### src/rtl/branch_ctrl.sv
// Flag register, branch resolver and PC sequencer: a branch is accepted in IDLE and resolved one cycle later in EVAL.
// br_ready drops for the single EVAL cycle after each accept, giving one branch every two cycles.
module branch_ctrl #(
  parameter int              PC_W     = 8,
  parameter logic [PC_W-1:0] RESET_PC = '0
) (
  input  logic            clk,
  input  logic            reset,
  input  logic            alu_flag [3],
  input  logic            flag_we,
  input  logic            step,
  input  logic            br_valid,
  output logic            br_ready,
  input  logic [2:0]      br_cond,
  input  logic [PC_W-1:0] br_offset,
  output logic [2:0]      flags,
  output logic [PC_W-1:0] pc,
  output logic            taken,
  output logic            redirect
);

  typedef enum logic {IDLE, EVAL} state_t;

  typedef struct packed {
    logic [2:0]      cond;
    logic [PC_W-1:0] offset;
  } br_req_t;

  state_t          state_q, state_d;
  br_req_t         req_q;
  logic [2:0]      flags_q;
  logic [PC_W-1:0] pc_q, pc_d;
  logic            taken_q, taken_d;
  logic            redirect_q, redirect_d;
  logic            accept;
  logic            cond_hit;
  logic            flag_z, flag_n, flag_v;

  assign flag_z   = flags_q[0];
  assign flag_n   = flags_q[1];
  assign flag_v   = flags_q[2];

  assign br_ready = (state_q == IDLE) & ~reset;
  assign accept   = br_valid & br_ready;

  // N is the true sign of the widened ALU result, so LT/GE need no V correction.
  always_comb begin
    cond_hit = 1'b0;
    case (req_q.cond)
      3'b000:  cond_hit = 1'b1;
      3'b001:  cond_hit = flag_z;
      3'b010:  cond_hit = ~flag_z;
      3'b011:  cond_hit = flag_n;
      3'b100:  cond_hit = ~flag_n;
      3'b101:  cond_hit = ~flag_n & ~flag_z;
      3'b110:  cond_hit = flag_n | flag_z;
      3'b111:  cond_hit = flag_v;
      default: cond_hit = 1'b0;
    endcase
  end

  always_comb begin
    state_d    = state_q;
    pc_d       = pc_q;
    taken_d    = taken_q;
    redirect_d = 1'b0;
    case (state_q)
      IDLE: begin
        if (accept) begin
          state_d = EVAL;
        end else if (step) begin
          pc_d = pc_q + 1'b1;
        end
      end
      EVAL: begin
        // Offset is PC_W wide already, so modulo-2^PC_W addition is the sign extension.
        pc_d       = pc_q + 1'b1 + (cond_hit ? req_q.offset : '0);
        taken_d    = cond_hit;
        redirect_d = cond_hit;
        state_d    = IDLE;
      end
      default: state_d = IDLE;
    endcase
  end

  always_ff @(posedge clk) begin
    if (reset) begin
      state_q    <= IDLE;
      pc_q       <= RESET_PC;
      taken_q    <= 1'b0;
      redirect_q <= 1'b0;
      flags_q    <= 3'b000;
      req_q      <= '0;
    end else begin
      state_q    <= state_d;
      pc_q       <= pc_d;
      taken_q    <= taken_d;
      redirect_q <= redirect_d;
      if (flag_we) begin
        flags_q <= {alu_flag[2], alu_flag[1], alu_flag[0]};
      end
      if (accept) begin
        req_q.cond   <= br_cond;
        req_q.offset <= br_offset;
      end
    end
  end

  assign flags    = flags_q;
  assign pc       = pc_q;
  assign taken    = taken_q;
  assign redirect = redirect_q;

endmodule

### config.mk
export PLATFORM = sky130hd
export DESIGN_NAME = branch_ctrl
export DESIGN_NICKNAME = d
export VERILOG_FILES = /design/src/rtl/branch_ctrl.sv
export SDC_FILE = /design/constraint.sdc
export NUM_CORES = 1
export LEC_CHECK = 0
export CAP_MARGIN = 20
export CORE_ASPECT_RATIO = 0.6
export CORE_MARGIN = 2
export CORE_UTILIZATION = 30
export DETAILED_ROUTE_END_ITERATION = 12
export GPL_TIMING_DRIVEN = 0
export PLACE_DENSITY = 0.57
export RECOVER_POWER = 50
export SLEW_MARGIN = 40
export SYNTH_ARGS = -nofsm -noshare
export SYNTH_HDL_FRONTEND = slang
export SYNTH_SLANG_ARGS = --single-unit
### constraint.sdc
create_clock -name clk -period 5.75 [get_ports clk]
set_input_delay 0.8625 -clock clk [delete_from_list [all_inputs] [get_ports clk]]
set_output_delay 0.8625 -clock clk [all_outputs]
set_load 0.1 [all_outputs]
==> flow_metrics.py <==
metrics = {
    "die": {
        "die_w_um": 93.91,
        "dieHeight_um": 57.95,
        "initial_core_util_pct": 31.55,
        "die_area_mm2": 0.005442,
        "core_mm2": 0.004612,
        "pin_count": 33,
        "rows": 19,
    },
    "worst_setup_path": {
        "endpoint": "pc[7]",
        "path_common_cell": "nor2_1",
        "cp-startpoint": "req_q[10]",
        "crit_required_ns": 5.95,
        "r2r_setup_slack_ns": 2.40,
        "crit_arrival_ns": 3.56,
        "cp_slowest_cell": "or3_2",
        "startpoint_type": "flop",
        "crit-reg2reg-launch": "req_q[10]",
        "critPathMaxFanout": 8,
        "rr_worst_depth": 11,
        "cp_slowest_stage_delay_ns": 0.53,
        "path_cells": "mux2i_1, nor2_1, or3_2, and2_1, ha_1, a211oi_1, nor2_1, a41o_2, xnor3_1, a211o_1, a21oi_1",
        "crit_path_end_kind": "flop",
        "r2r-end": "pc[7]",
        "worst-setup-path-type": "reg2reg",
    },
    "sta": {
        "whs_ns": 0.4723,
        "worst-slew-pin-transition_ns": 1.186,
        "drv_slew": 0,
        "fin_ws_ns": 2.396,
        "period_needed_ns": 3.354,
        "finalSetupTns_ns": 0,
        "finalHoldViolCount": 0,
        "fmax_mhz": 298.1,
        "min_period_over_period_pct": 58.34,
        "finalSetupViolations": 0,
        "grt_setup_unrepaired": "false",
        "clock_skew_ns": 0.01146,
        "slew_headroom_pct": 21.30,
    },
    "cells_and_area": {
        "multi_input_area_um2": 909.6,
        "fin_nets": 241,
        "final_common_cell": "nand2_1",
        "diodes": 0,
        "nFillCells": 500,
        "stdcell_count": 274,
        "register_area_um2": 500.5,
        "syn2layout_area_growth_pct": 24.94,
        "drive_gt1_share_pct": 3.791,
        "layout_common_cells": "nand2_1 (31), dfxtp_1 (25), clkbuf_1 (18)",
    },
    "hold_path": {
        "worstHoldStart": "req_q[7]",
        "hold_path_class": "reg2reg",
    },
    "clock_network": {
        "ctsHoldBuffers": 0,
        "clockBufferDepth": 2,
        "cts_root_buffer": "clkbuf_8",
        "clk_latency_ns": 0.28,
        "cts_htree_levels": 1,
        "cts.sinks": 25,
        "ctsResizeCount": 0,
        "cts-buffers-inserted": 3,
        "post_cts_buffers": 0,
        "clk_pin_slew_ns": 0.10,
        "cts_tree": "built",
    },
    "logic_synthesis": {
        "yosysTopAreaCell": "dfxtp_1",
        "synthCells": 175,
        "ys_warn_count": 0,
        "synth_area_leaders": "dfxtp_1 (34%), nand2_1 (8.0%), ha_1 (7.7%)",
        "yosysUniqueCellTypes": 32,
        "synth_seq_cells": 25,
        "netlist_area_mm2": 0.001455,
        "syn_nets": 204,
        "yosysSeqAreaShare_pct": 34.39,
        "avgSynthCellArea_um2": 8.315,
        "netlist.area_leader.share_pct": 34.39,
    },
    "pwr": {
        "p_per_area_mw_per_mm2": 247.8,
        "power.leakage_nw": 0.8050,
        "peakVddDrop_mv": 0.1015,
    },
    "route": {
        "dr.pass1.iters": 4,
        "drc": 0,
        "drtIter0Drc": 40,
        "post_drt_wl_per_cell_um": 12.80,
        "num_vias": 1252,
        "drtAntennaViolNets": 0,
        "wl_um": 3506,
        "avgViaCountPerCell": 4.569,
    },
    "global_route": {
        "grt_pass1_vias": 1129,
        "grt_first_pass_wirelength_um": 5589,
        "antenna_found_initial": 0,
        "overflow": 0,
        "grt_max_degree": 17,
        "grt_usage_pct": 13.25,
    },
    "place": {
        "portBuffers": 32,
        "dp.cells": 270,
        "dp_slack_ns": 2.437,
        "gp_congestion": 0.7431,
        "dp_hpwl_um": 2696,
    },
    "outcome": {
        "status": "completed",
    },
    "job": {
        "maxCapViolations": 0,
    },
}
layer usage:
layer,track usage [%],share of wire [%]
met2,16.94,35
met4,1.242,0.29
met1,21.43,58
met3,4.681,7.1
met5,0,0
worst min-delay path by stage:
stage	end	slack (ns)	cells past startpoint
floorplan	req_q[7]	0.44	2
global placement	taken	0.45	1
detailed placement	taken	0.44	1
CTS	taken	0.47	1
global route	taken	0.49	1
finish	req_q[7]	0.47	2
cell usage after synthesis:
cell type   n
nand2_1    31
dfxtp_1    25
nor2_1     17
a21oi_1     9
ha_1        9
xor2_1      9
o211ai_1    8
o21ai_0     8
and2_1      7
inv_1       7
xnor2_1     7
clkbuf_1    5
mux2i_1     5
a211oi_1    4
a21o_1      3
and3_1      3
nand3_1     2
nor2b_1     2
a2111oi_2   1
a211o_1     1
a21boi_1    1
a221oi_1    1
a41o_2      1
fa_1        1
nand4_1     1
nor3_1      1
o21a_1      1
o21bai_1    1
o31a_1      1
o31ai_1     1
or3_2       1
xnor3_1     1
critical path: cells and delay by family, from the launching register on:
family / cells / cell delay (ns)
DFF: 1 / 0.50
muxes: 1 / 0.24
xor gates and xnor gates: 1 / 0.38
AOI/OAI and AO/OA: 4 / 0.91
adders and majority gates: 1 / 0.30
and+or+nand+nor: 4 / 0.94
kinds of logic after synthesis:
kind of cell    Yosys count  synth area share [%]
mux                       5                 3.440
flops                    25                 34.39
simple gates             65                 19.52
fa+ha+maj                10                 9.115
xor+xnor                 17                 11.18
buf+inv                  12                 3.096
compound gates           41                 19.26
layout make-up:
type / count / area share (%)
Tap cell: 63 / 4.336
Multi-Input combinational cell: 138 / 50.03
Sequential cell: 25 / 27.53
Inverter: 7 / 1.445
Clock inverter: 1 / 0.4818
Buffer: 5 / 1.032
Clock buffer: 3 / 2.271
Timing Repair Buffer: 32 / 12.87
metrics by stage:
| step | instance area [µm²] | total power [mW] | util, % |
|---|---|---|---|
| after floorplan | 1455 | 0.3067 | - |
| after global placement | 1854 | 0.3498 | 40.21 |
| after detailed placement | 1784 | 0.3434 | 38.69 |
| after CTS | 1834 | 0.4580 | 39.77 |
| after global routing | 1818 | 0.4732 | 39.42 |
| final | 1818 | 0.4505 | 39.42 |
report_power, final:
| group | leakage [nW] | internal, mW | switching, mW |
|---|---|---|---|
| clock network | 0.0261 | 0.0509 | 0.0623 |
| logic | 0.573 | 0.0430 | 0.0971 |
| registers | 0.206 | 0.185 | 0.0120 |
registers in the layout (all words and copies together), names as in the netlist:
register and cells:
req_q 11, redirect 1, flags 3, state_q 1, taken 1, pc 8
No activity file was read; power rests on OpenSTA's default activity.
